File: src/rtl/seg7_scan_mux_pkg.sv
// Shared constants for the 7-segment scan multiplexer: blank segment pattern and scan FSM states.
package seg7_scan_mux_pkg;

  localparam logic [6:0] SEG_BLANK = 7'b000_0000;

  typedef enum logic [0:0] {
    ST_BLANK = 1'b0,
    ST_SHOW  = 1'b1
  } scan_state_t;

endpackage

File: src/rtl/seg7_scan_mux_seg7.sv
// BCD to 7-segment decoder {g,f,e,d,c,b,a}, active high; purely combinational.
module seg7
  import seg7_scan_mux_pkg::*;
(
  input  logic [3:0] i_counter,
  output logic [6:0] o_segments
);

  always_comb begin
    o_segments = SEG_BLANK;
    case (i_counter)
      4'd0: o_segments = 7'b011_1111;
      4'd1: o_segments = 7'b000_0110;
      4'd2: o_segments = 7'b101_1011;
      4'd3: o_segments = 7'b100_1111;
      4'd4: o_segments = 7'b110_0110;
      4'd5: o_segments = 7'b110_1101;
      4'd6: o_segments = 7'b111_1101;
      4'd7: o_segments = 7'b000_0111;
      4'd8: o_segments = 7'b111_1111;
      4'd9: o_segments = 7'b110_1111;
      default: o_segments = SEG_BLANK;
    endcase
  end

endmodule

File: src/rtl/seg7_scan_mux.sv
// Time-multiplexes NUM_DIGITS BCD digits onto one 7-segment bus with per-slot blanking.
// Outputs are registered one cycle behind the scan state; new digits take effect only at frame start.
module seg7_scan_mux
  import seg7_scan_mux_pkg::*;
#(
  parameter int NUM_DIGITS   = 4,
  parameter int REFRESH_DIV  = 10_000,
  parameter int BLANK_CYCLES = 100
) (
  input  logic                      clk,
  input  logic                      rst_n,
  input  logic                      ena,
  input  logic [4*NUM_DIGITS-1:0]   digits_in,
  input  logic [NUM_DIGITS-1:0]     dp_in,
  input  logic                      load,
  input  logic                      blank_lz,
  output logic [6:0]                seg_out,
  output logic                      dp_out,
  output logic [NUM_DIGITS-1:0]     digit_en,
  output logic                      frame_done
);

  localparam int CNT_W = (REFRESH_DIV > 2) ? $clog2(REFRESH_DIV) : 1;
  localparam int IDX_W = (NUM_DIGITS > 2) ? $clog2(NUM_DIGITS) : 1;
  localparam logic [CNT_W-1:0] SLOT_LAST  = CNT_W'(REFRESH_DIV - 1);
  localparam logic [CNT_W-1:0] BLANK_LAST = CNT_W'(BLANK_CYCLES - 1);
  localparam logic [IDX_W-1:0] IDX_LAST   = IDX_W'(NUM_DIGITS - 1);

  scan_state_t                  r_state;
  logic [CNT_W-1:0]             r_slot_cnt;
  logic [IDX_W-1:0]             r_index;
  logic [NUM_DIGITS-1:0][3:0]   r_shadow_dig;
  logic [NUM_DIGITS-1:0][3:0]   r_active_dig;
  logic [NUM_DIGITS-1:0]        r_shadow_dp;
  logic [NUM_DIGITS-1:0]        r_active_dp;
  logic [6:0]                   r_seg;
  logic                         r_dp;
  logic [NUM_DIGITS-1:0]        r_digit_en;
  logic                         r_frame_done;

  logic                         w_slot_last;
  logic                         w_idx_last;
  logic                         w_promote;
  logic [3:0]                   w_digit;
  logic [6:0]                   w_dec_seg;
  logic [6:0]                   w_seg;
  logic [NUM_DIGITS-1:0]        w_lz_mask;
  logic                         w_upper_zero;

  assign w_slot_last = (r_slot_cnt == SLOT_LAST);
  assign w_idx_last  = (r_index == IDX_LAST);
  assign w_promote   = ena & w_slot_last & w_idx_last;
  assign w_digit     = r_active_dig[r_index];

  seg7 u_seg7 (
    .i_counter  (w_digit),
    .o_segments (w_dec_seg)
  );

  // A digit is a leading zero when it and every more-significant digit are zero; digit 0 always shows.
  always_comb begin
    w_lz_mask    = '0;
    w_upper_zero = 1'b1;
    for (int k = NUM_DIGITS - 1; k >= 1; k--) begin
      w_upper_zero = w_upper_zero & (r_active_dig[k] == 4'd0);
      w_lz_mask[k] = blank_lz & w_upper_zero;
    end
  end

  assign w_seg = w_lz_mask[r_index] ? SEG_BLANK : w_dec_seg;

  always_ff @(posedge clk or negedge rst_n) begin
    if (!rst_n) begin
      r_state      <= ST_BLANK;
      r_slot_cnt   <= '0;
      r_index      <= '0;
      r_seg        <= SEG_BLANK;
      r_dp         <= 1'b0;
      r_digit_en   <= '0;
      r_frame_done <= 1'b0;
    end else if (!ena) begin
      r_state      <= ST_BLANK;
      r_slot_cnt   <= '0;
      r_index      <= '0;
      r_seg        <= SEG_BLANK;
      r_dp         <= 1'b0;
      r_digit_en   <= '0;
      r_frame_done <= 1'b0;
    end else begin
      if (w_slot_last) begin
        r_slot_cnt <= '0;
        r_state    <= ST_BLANK;
        r_index    <= w_idx_last ? '0 : r_index + 1'b1;
      end else begin
        r_slot_cnt <= r_slot_cnt + 1'b1;
        if (r_slot_cnt == BLANK_LAST) r_state <= ST_SHOW;
      end
      r_frame_done <= w_promote;
      if (r_state == ST_SHOW) begin
        r_digit_en <= NUM_DIGITS'(1) << r_index;
        r_seg      <= w_seg;
        r_dp       <= r_active_dp[r_index];
      end else begin
        r_digit_en <= '0;
        r_seg      <= SEG_BLANK;
        r_dp       <= 1'b0;
      end
    end
  end

  // A load coinciding with the promote lands in shadow only; active takes the previous shadow.
  always_ff @(posedge clk or negedge rst_n) begin
    if (!rst_n) begin
      r_shadow_dig <= '0;
      r_shadow_dp  <= '0;
      r_active_dig <= '0;
      r_active_dp  <= '0;
    end else begin
      if (load) begin
        r_shadow_dig <= digits_in;
        r_shadow_dp  <= dp_in;
      end
      if (w_promote) begin
        r_active_dig <= r_shadow_dig;
        r_active_dp  <= r_shadow_dp;
      end
    end
  end

  assign seg_out    = r_seg;
  assign dp_out     = r_dp;
  assign digit_en   = r_digit_en;
  assign frame_done = r_frame_done;

endmodule

File: config.mk
export PLATFORM = sky130hd
export DESIGN_NAME = seg7_scan_mux
export DESIGN_NICKNAME = d
export VERILOG_FILES = /design/src/rtl/seg7_scan_mux_pkg.sv /design/src/rtl/seg7_scan_mux_seg7.sv /design/src/rtl/seg7_scan_mux.sv
export SDC_FILE = /design/constraint.sdc
export NUM_CORES = 1
export LEC_CHECK = 0
export ABC_AREA = 1
export CELL_PAD_IN_SITES_DETAIL_PLACEMENT = 0
export CELL_PAD_IN_SITES_GLOBAL_PLACEMENT = 1
export CORE_AREA = 4 4 112 114
export CTS_CLUSTER_SIZE = 20
export DETAILED_ROUTE_END_ITERATION = 6
export DIE_AREA = 0 0 116 118
export PLACE_DENSITY_LB_ADDON = 0.1
export SLEW_MARGIN = 20
export SYNTH_ARGS = -nofsm -noshare
export SYNTH_HDL_FRONTEND = slang
export SYNTH_SLANG_ARGS = --single-unit
File: constraint.sdc
create_clock -name clk -period 1.95 [get_ports clk]
set_input_delay 0.2925 -clock clk [delete_from_list [all_inputs] [get_ports clk]]
set_output_delay 0.2925 -clock clk [all_outputs]
set_load 0.03 [all_outputs]
==> results of run 1 <==
[where the power goes]
group	internal [mW]	switching, mW	total (mW)
sequential	1.50	0.0264	1.53
clock	1.27	0.585	1.86
combinational	0.0943	0.0742	0.168
[sequential cells by signal, summed over array words and instances, names as in the netlist]
name and cells:
digit_en 4, r_active_dp 4, dp_out 1, r_shadow_dp 4
r_shadow_dig 16, r_state 1, r_active_dig 16, r_index 2
r_slot_cnt 14, frame_done 1, seg_out 7
[cell type report]
| class | count | area, um^2 | share of cell area (%) |
|---|---|---|---|
| flip-flops and latches | 70 | 1750 | 40.8 |
| multi-input cells | 268 | 1440 | 33.6 |
| repair buffers | 49 | 483 | 11.2 |
| clock buffers | 11 | 243 | 5.65 |
| well taps | 143 | 179 | 4.17 |
| inverters | 27 | 101 | 2.36 |
| clock inverters | 4 | 95.1 | 2.21 |
[how the worst max path moves through the flow]
stage	end	slack, ps	cells past startpoint
5_1_grt	seg_out[0]$_DFF_PN0_	80	11
4_1_cts	seg_out[5]$_DFF_PN0_	270	9
2_1_floorplan	seg_out[3]$_DFF_PN0_	370	10
6_report	seg_out[5]$_DFF_PN0_	290	9
3_5_place_dp	seg_out[5]$_DFF_PN0_	280	9
3_3_place_gp	seg_out[3]$_DFF_PN0_	280	9
[worst max-delay path: cells and delay by family (launching register included)]
| kind | cells | cell delay [ps] |
|---|---|---|
| flip-flops | 1 | 460 |
| AND/OR/NAND/NOR | 5 | 570 |
| adder cells (fa/ha/maj) | 1 | 210 |
| buffers and inverters | 3 | 340 |
[synthesized netlist by cell type]
cell type,number
nand2_1,102
dfrtp_1,70
nor2_1,58
nand4_1,26
inv_1,25
mux2_2,20
nand3_1,20
ha_1,10
nor3_1,7
o21ai_0,7
clkbuf_1,6
a21oi_1,5
buf_6,5
buf_2,2
inv_2,2
nand2_2,2
nand3_4,2
nand3_2,1
nand3b_1,1
nor2_4,1
nor2_8,1
nor4_1,1
o21ai_2,1
o21bai_1,1
or2_2,1
xor2_1,1
[metal layers]
metal  routed length (um)  track usage [%]  up-vias  share of wire [%]
met5                    0                0        -                  0
met4                  216             6.24        0                2.8
met3                  321             3.14       12                4.1
met2                 3470             19.0       51                 44
met1                 3820             17.4     1225                 49
li1                     -                -     1331                  -
[logic make-up after synthesis]
logic type / after synthesis / share of synthesized area (%)
muxes: 20 / 6.65
and+or+nand+nor: 223 / 29.8
adders and majority gates: 10 / 3.70
DFF: 70 / 51.8
xor gates and xnor gates: 1 / 0.259
AOI/OAI and AO/OA: 14 / 2.25
buffers and inverters: 40 / 5.62
[metrics by stage]
| step | util, % | cells | cell area, um^2 |
|---|---|---|---|
| floorplan | - | 378 | 3380 |
| global placement | 34.6 | 556 | 3950 |
| detailed placement | 34.6 | 556 | 3950 |
| CTS | 37.6 | 572 | 4300 |
| global route | 37.6 | 572 | 4300 |
| finish | 37.6 | 572 | 4300 |
[cells in the final DEF, fill, tap and decap left out, drive strengths merged, types with 3 or more instances in the layout]
| cell | Yosys | final |
|---|---|---|
| dfrtp | 70 | 70 |
| nand2 | 104 | 104 |
| bufinv | 0 | 3 |
| clkbuf | 6 | 11 |
| nor2 | 60 | 60 |
| inv | 27 | 27 |
| o21ai | 8 | 8 |
| nor3 | 7 | 7 |
| a21oi | 5 | 5 |
| mux2 | 20 | 20 |
| clkdlybuf4s50 | 0 | 36 |
| ha | 10 | 10 |
| buf | 7 | 12 |
| nand4 | 26 | 26 |
| nand3 | 23 | 23 |
==> results.json, run 1 <==
{
  "outcome": "complete, no violations",
  "crit_chain": "inv_2 -> nand3_1 -> nand2_1 -> inv_1 -> ha_1 -> nand3b_1 -> inv_1 -> nor2_1 -> nor2_1",
  "syn_avg_cell_area_um2": 8.95,
  "ys_seq_area_share_pct": 51.8,
  "ys_ff_latch": 70,
  "tritoncts": "done",
  "r2r-end": "seg_out[5]$_DFF_PN0_",
  "clock_sinks": 70,
  "antenna_found_initial": 0,
  "ys_warn_count": 0,
  "finClkSkew_ps": 6.71,
  "required_ps": 2210,
  "cp-start-kind": "register",
  "period_needed_ps": 1660,
  "crit_type": "reg2reg",
  "reg2reg_from": "r_index[1]$_DFFE_PN0P_",
  "ios": 38,
  "fmax_mhz": 603,
  "drc": 0,
  "cp.arrival_ps": 1920,
  "start_util_pct": 29.6,
  "setup_violations": 0,
  "synth.top_cells.by_area": "dfrtp_1 (52%), nand2_1 (11%), mux2_2 (6.7%)",
  "synth_top_cell_by_area": "dfrtp_1",
  "cp-startpoint": "r_index[1]$_DFFE_PN0P_",
  "die_y_um": 118,
  "slew_violations": 0,
  "synth_cell_type_count": 26,
  "htreeDepth": 3,
  "cts.clk_slew.worst_paths_ps": 50,
  "drt_iter0_drc": 101,
  "critical_path.max_stage_delay_ps": 460,
  "drtAntennaViolNets": 0,
  "via_count": 2619,
  "pre_cts_ws_ps": 283,
  "clkLatencyLatePin_ps": 330,
  "wire_per_inst_um": 13.7,
  "fin_hold_ws_ps": 460,
  "critPathMaxFanout": 10,
  "syn_inst": 378,
  "final_hold_viol_count": 0,
  "synth_top_area_share_pct": 51.8,
  "p_per_area_nw_per_um2": 827,
  "hold_start": "r_slot_cnt[0]$_DFF_PN0_",
  "drive_gt1_share_pct": 13.3,
  "grt_remaining_overflow": 0,
  "drt_first_pass_iters": 4,
  "clock_path_buffers": 2,
  "dieArea_um2": 13700,
  "track_usage_pct": 12.9,
  "routed_wirelength_um": 7830,
  "tns_ps": 0,
  "area_delta_synth_final_pct": 26.9,
  "holdBufCountCts": 1,
  "place.port_buffers": 37,
  "maxSlewHeadroom_pct": 74.4,
  "irDropWorstVdd_v": 0.000367,
  "worstMarginPinSlew_ps": 382,
  "hp-class": "reg2reg",
  "grt_pass1_vias": 2754,
  "num_rows": 39,
  "hpwl_um": 5750,
  "rsz0062_at_grt": "false",
  "min_to": "r_slot_cnt[0]$_DFF_PN0_",
  "grt_max_degree": 71,
  "cts_root_buffer": "clkbuf_16",
  "finalPower_mw": 3.55,
  "dieWidth_um": 116,
  "holdPathStages": 1,
  "postCtsResizedCells": 0,
  "r2r_slack_ps": 290,
  "coreArea_um2": 11400,
  "period_share_pct": 85.0,
  "num-fill-cells": 1200,
  "setup_ws_ps": 292,
  "viasPerCell": 4.58,
  "syn_area_um2": 3380,
  "leakage_nw": 2.03,
  "cts_made_buffers": 9,
  "nNetsFinal": 460,
  "slowest_stage": "dfrtp_1",
  "drv_cap": 0,
  "syn_nets": 413,
  "globalplace.congestion": 0.834,
  "crit_path_end_kind": "register",
  "postCtsSetupBuffers": 0,
  "grt_pass1_wl_um": 13700,
  "worstRegToRegCells": 9,
  "num_antenna_cells": 0
}
Power figures use the tool's default switching activity.
==> run 2, diff against run 1 <==
- TNS_END_PERCENT: unset -> 10
==> results of run 2 <==
No change in the layout: final DEF, timing and power equal those of run 1.
